==> config.mk <==
export PLATFORM = sky130hd
export DESIGN_NAME = keypad_scan
export DESIGN_NICKNAME = d
export VERILOG_FILES = /design/src/rtl/keypad_scan.sv
export SDC_FILE = /design/constraint.sdc
export NUM_CORES = 1
export LEC_CHECK = 0
export BUFFER_PORTS_ARGS = -buffer_cell sky130_fd_sc_hd__buf_2
export CORE_UTILIZATION = 35
export CTS_BUF_LIST = sky130_fd_sc_hd__clkbuf_8
export DETAILED_ROUTE_END_ITERATION = 16
export GPL_ROUTABILITY_DRIVEN = 0
export GPL_TIMING_DRIVEN = 0
export SLEW_MARGIN = 20
export SYNTH_ARGS = -nofsm -noshare
export SYNTH_HDL_FRONTEND = slang
export SYNTH_SLANG_ARGS = --single-unit
==> constraint.sdc <==
create_clock -name clk -period 2.4 [get_ports clk]
set_input_delay 0.48 -clock clk [delete_from_list [all_inputs] [get_ports clk]]
set_output_delay 0.48 -clock clk [all_outputs]
set_load 0.01 [all_outputs]
==> src/rtl/keypad_scan.sv <==
// 4x4 matrix keypad scanner: active-low row drive, synchronized column sense,
// tick-based press/release debounce and a one-deep ready/ack key code register.
module keypad_scan #(
    parameter logic [23:0] SCAN_DIV = 24'd11999,
    parameter logic [3:0]  DEB_CNT  = 4'd8
) (
    input  logic       clk,
    input  logic       nRst,
    output logic [3:0] row,
    input  logic [3:0] col,
    input  logic       keyAck,
    output logic [3:0] keyCode,
    output logic       keyReady,
    output logic       keyOverrun,
    output logic       keyDown
);

    typedef enum logic [1:0] {
        SCAN    = 2'd0,
        CONFIRM = 2'd1,
        PRESSED = 2'd2
    } state_t;

    state_t      state;
    logic [3:0]  col_meta;
    logic [3:0]  col_s;
    logic [23:0] presc;
    logic        tick;
    logic [1:0]  row_idx;
    logic [1:0]  row_next;
    logic [1:0]  col_idx;
    logic        any_low;
    logic [3:0]  cand;
    logic        cand_low;
    logic [3:0]  deb_cnt;
    logic [3:0]  deb_next;
    logic [3:0]  rel_cnt;
    logic [3:0]  rel_next;
    logic        deliver;
    logic [3:0]  deliver_code;
    logic        ack;

    // NOTE: the synchronizer resets to all-released so reset never looks like a press.
    always_ff @(posedge clk or negedge nRst) begin
        if (!nRst) begin
            col_meta <= 4'hF;
            col_s    <= 4'hF;
        end else begin
            col_meta <= col;
            col_s    <= col_meta;
        end
    end

    always_ff @(posedge clk or negedge nRst) begin
        if (!nRst) begin
            presc <= 24'd0;
        end else if (presc == SCAN_DIV) begin
            presc <= 24'd0;
        end else begin
            presc <= presc + 24'd1;
        end
    end

    // NOTE: every always_comb output gets a default first so no latch is inferred.
    always_comb begin
        tick         = (presc == SCAN_DIV);
        any_low      = (col_s != 4'hF);
        row_next     = row_idx + 2'd1;
        deb_next     = deb_cnt + 4'd1;
        rel_next     = rel_cnt + 4'd1;
        cand_low     = ~col_s[cand[1:0]];
        ack          = keyAck & keyReady;
        deliver      = 1'b0;
        deliver_code = cand;

        // Lowest-numbered pressed column wins within a row.
        casez (col_s)
            4'b???0: col_idx = 2'd0;
            4'b??01: col_idx = 2'd1;
            4'b?011: col_idx = 2'd2;
            default: col_idx = 2'd3;
        endcase

        if (tick) begin
            if (state == SCAN && any_low && DEB_CNT == 4'd1) begin
                deliver      = 1'b1;
                deliver_code = {row_idx, col_idx};
            end else if (state == CONFIRM && cand_low && deb_next == DEB_CNT) begin
                deliver      = 1'b1;
            end
        end
    end

    // Scan / debounce FSM; the row drive is frozen outside SCAN.
    always_ff @(posedge clk or negedge nRst) begin
        if (!nRst) begin
            state   <= SCAN;
            row_idx <= 2'd0;
            row     <= 4'b1110;
            cand    <= 4'h0;
            deb_cnt <= 4'd0;
            rel_cnt <= 4'd0;
            keyDown <= 1'b0;
        end else if (tick) begin
            unique case (state)
                SCAN: begin
                    if (!any_low) begin
                        row_idx <= row_next;
                        row     <= ~(4'b0001 << row_next);
                    end else begin
                        cand    <= {row_idx, col_idx};
                        deb_cnt <= 4'd1;
                        if (DEB_CNT == 4'd1) begin
                            state   <= PRESSED;
                            rel_cnt <= 4'd0;
                            keyDown <= 1'b1;
                        end else begin
                            state <= CONFIRM;
                        end
                    end
                end
                CONFIRM: begin
                    if (cand_low) begin
                        deb_cnt <= deb_next;
                        if (deb_next == DEB_CNT) begin
                            state   <= PRESSED;
                            rel_cnt <= 4'd0;
                            keyDown <= 1'b1;
                        end
                    end else begin
                        state   <= SCAN;
                        row_idx <= row_next;
                        row     <= ~(4'b0001 << row_next);
                    end
                end
                PRESSED: begin
                    if (cand_low) begin
                        rel_cnt <= 4'd0;
                    end else if (rel_next == DEB_CNT) begin
                        state   <= SCAN;
                        rel_cnt <= 4'd0;
                        keyDown <= 1'b0;
                        row_idx <= row_next;
                        row     <= ~(4'b0001 << row_next);
                    end else begin
                        rel_cnt <= rel_next;
                    end
                end
                default: begin
                    state <= SCAN;
                end
            endcase
        end
    end

    // An ack on the delivery edge frees the slot, so the new code is taken without overrun.
    always_ff @(posedge clk or negedge nRst) begin
        if (!nRst) begin
            keyCode    <= 4'h0;
            keyReady   <= 1'b0;
            keyOverrun <= 1'b0;
        end else if (deliver) begin
            if (!keyReady || keyAck) begin
                keyCode    <= deliver_code;
                keyReady   <= 1'b1;
                keyOverrun <= 1'b0;
            end else begin
                keyOverrun <= 1'b1;
            end
        end else if (ack) begin
            keyReady   <= 1'b0;
            keyOverrun <= 1'b0;
        end
    end

    a_row_one_low: assert property (@(posedge clk) disable iff (!nRst) $onehot(~row));
    a_overrun_ready: assert property (@(posedge clk) disable iff (!nRst) keyOverrun |-> keyReady);

endmodule

==> metrics.cfg <==
[run_status]
outcome = finished with violations
violations = negative setup slack

[sta]
setup_viol = 2
whs_ns = 0.192
worst_pin_slew_ns = 0.773
layout_setup_ws_ns = -0.0191
setup_tns_ns = -0.0221
final_max_slew_viol_count = 0
fin_skew_ns = 0.0107
finalHoldViolCount = 0
max_slew_margin = 0.480
fmax_ghz = 0.413
period_share = 1.01
rsz0062_at_grt = true
period_needed_ns = 2.42

[worst_setup_path]
crit_type = reg2reg
reg2reg_to = cand[3]$_DFFE_PN0P_
crit_end = cand[3]$_DFFE_PN0P_
crit_path_max_fanout = 3
cp.arrival_ns = 2.65
r2r-start = presc[5]$_DFF_PN0_
r2r_cells = 4
worstPathRequired_ns = 2.63
end_kind = flop
cp-startpoint = presc[5]$_DFF_PN0_
regToRegSetupSlack_ns = -0.02
startpoint_type = flop

[floorplan]
die-width_um = 91.6
die_area_sq_mm = 0.00839
fp.dieH_um = 91.6
design.portCount = 18
start_util = 0.364
core_sq_mm = 0.00773
rows = 32

[power]
p_leak_uw = 0.00151
p_switching_uw = 422
p_clk_frac = 0.475
vdd_drop_max_uv = 244
powerDensity_mw_per_mm2 = 592
p_comb_frac = 0.018
swShare = 0.211
seqPwrFrac = 0.507
intPower_uw = 1580

[clocking]
htree_levels = 3
cts_buffers = 9
cts_tree = done
cts_root_buf = clkbuf_8
clk_latency_ns = 0.34
hold_buffers = 0
clock_sinks = 59
clk_path_buf_depth = 2
clk_pin_slew_worst_paths_ns = 0.07

[synth]
netlist_area_sq_mm = 0.00281
synth_sequential_area_ratio = 0.531
syn-num-nets = 267
synthArstFlopShare = 1.00
synth.most_common_cell = dfrtp_1
ys_warn_count = 0
ys_top_cells_by_count = 48 x dfrtp_1, 16 x o21ai_0, 15 x xnor2_1
ys.flop_type = dfrtp_1
synth_edf_count = 0
yosysTopAreaCellShare = 0.428
yosys-top-cells-area = dfrtp_1 43%, dfstp_2 10%, xnor2_1 4.7%
synth_cells = 253
synth_seq_cells = 59
netlist-cell-type-count = 52
postSynthAreaPerCell_sq_um = 11.1
yosys.area.top_type = dfrtp_1

[global_route]
grt_max_degree = 60
grt_pass1_wl_um = 9270
grt_overflow = 0
antenna_found_initial = 0
first_global_vias = 1916
track_usage = 0.144

[layout]
syn_to_final_growth_pct = 20.3
diodes = 0
layout-drive-gt1-share = 0.293
post-route-util = 0.437
nets = 303

[drt]
drt_iter0_markers = 89
wl_um = 5440
ant_nets = 0
post-route-drc-count = 0
wl_per_cell_um = 13.7
vias_per_cell = 5.10
vias = 2021
firstDrtPassIters = 4

[placement]
hpwl_um = 3590
io_buffer_count = 17

[run]
max_cap_viol_count = 0

[hold_path]
holdCritPathClass = in2async

==> cell usage in the layout (no fill, tap or decap), types with 3 or more instances in the layout <==
cell      Yosys  routed
dfstp_2      11      11
dfrtp_2       0       3
dfrtp_1      48      45
a21oi_1       5       5
mux2i_1       3       3
a22o_1        4       4
and3_1        8       8
inv_1        13      13
nand3_1      14      14
clkbuf_8      0      13
nor3_1        7       6
ha_1          7       6
buf_2         0      16
nor2_1       13      13
xor2_1        7       7
o21ai_0      16      16
or3_1         3       3
nand4_1       7       7
nand2_1      14      14
clkbuf_1      5       4
mux2_2        6       6
buf_4         0       9
or4_4         3       3
xnor2_1      15      15
==> power groups by stage <==
| stage | Sequential (uW) | Combinational (uW) | Clock (uW) |
|---|---|---|---|
| 6_report | 1010 | 35.6 | 951 |
| 5_1_grt | 1010 | 42.1 | 1020 |
| 4_1_cts | 1010 | 37.6 | 973 |
| 3_5_place_dp | 1030 | 37.3 | 0 |
| 3_3_place_gp | 1030 | 36.2 | 0 |
| 2_1_floorplan | 1030 | 7.66 | 0 |
==> what timing repair did <==
action / in CTS / in global routing
setup buffers: 7 / 2
setup endpoints to repair: 26 / 24
pin swaps: 3 / 0
gates resized for setup: 10 / 11
hold endpoints to repair: 0 / 0
==> metrics by stage <==
step                total power (uW)  setup slack [ns]  cell area [sq um]  instances
global placement                1070            -0.322               3020        372
floorplan                       1040           -0.0821               2810        253
detailed placement              1070            -0.313               3020        372
global route                    2070           -0.0581               3380        396
finish                          2000           -0.0191               3380        396
CTS                             2020           0.00111               3320        394
==> kinds of logic after synthesis <==
family | synth area share
AO/OA/AOI/OAI | 0.0918
multiplexers | 0.0535
flip-flops | 0.531
AND/OR/NAND/NOR | 0.196
XOR/XNOR | 0.0686
buffers and inverters | 0.0281
adder cells (fa/ha/maj) | 0.0312
==> registers in the layout, indices dropped and copies added, names as in the netlist <==
signal      count
keyCode         4
row_idx         2
row             4
col_meta        4
state           2
rel_cnt         4
cand            4
keyOverrun      1
keyDown         1
keyReady        1
col_s           4
deb_cnt         4
presc          24
==> final cells by class <==
cell class | count | area, sq um
sequential | 59 | 1490
clock inverter | 4 | 47.5
multi-input combinational | 175 | 1310
timing repair buffer | 26 | 159
fill | 729 | 4350
tap | 102 | 128
buffer | 5 | 28.8
clock buffer | 12 | 165
inverter | 13 | 48.8
==> routing by layer <==
layer / GRT usage / vias up / wire length [um]
met5: 0 / - / 0
li1: - / 979 / -
met4: 0.0833 / 0 / 146
met1: 0.193 / 991 / 2620
met3: 0.0310 / 15 / 209
met2: 0.213 / 36 / 2460
==> worst max-delay path: stages, from the launching register on <==
cell     delay [ns]
dfrtp_2        0.42
or4b_4         0.55
or4_4          0.55
or4_4          0.47
mux2_4         0.32
==> worst min path at each step <==
stage,from,to,slack [ns],cells after the start
after detailed placement,col_meta[2]$_DFF_PN1_,col_s[2]$_DFF_PN1_,0.35,0
after floorplan,nRst,cand[0]$_DFFE_PN0P_,0.18,0
final,nRst,rel_cnt[1]$_DFFE_PN0P_,0.19,1
after global routing,col[2],col_meta[2]$_DFF_PN1_,0.22,1
after global placement,col_meta[2]$_DFF_PN1_,col_s[2]$_DFF_PN1_,0.35,0
after CTS,col[2],col_meta[2]$_DFF_PN1_,0.22,1
No activity file was read; power rests on OpenSTA's default activity.
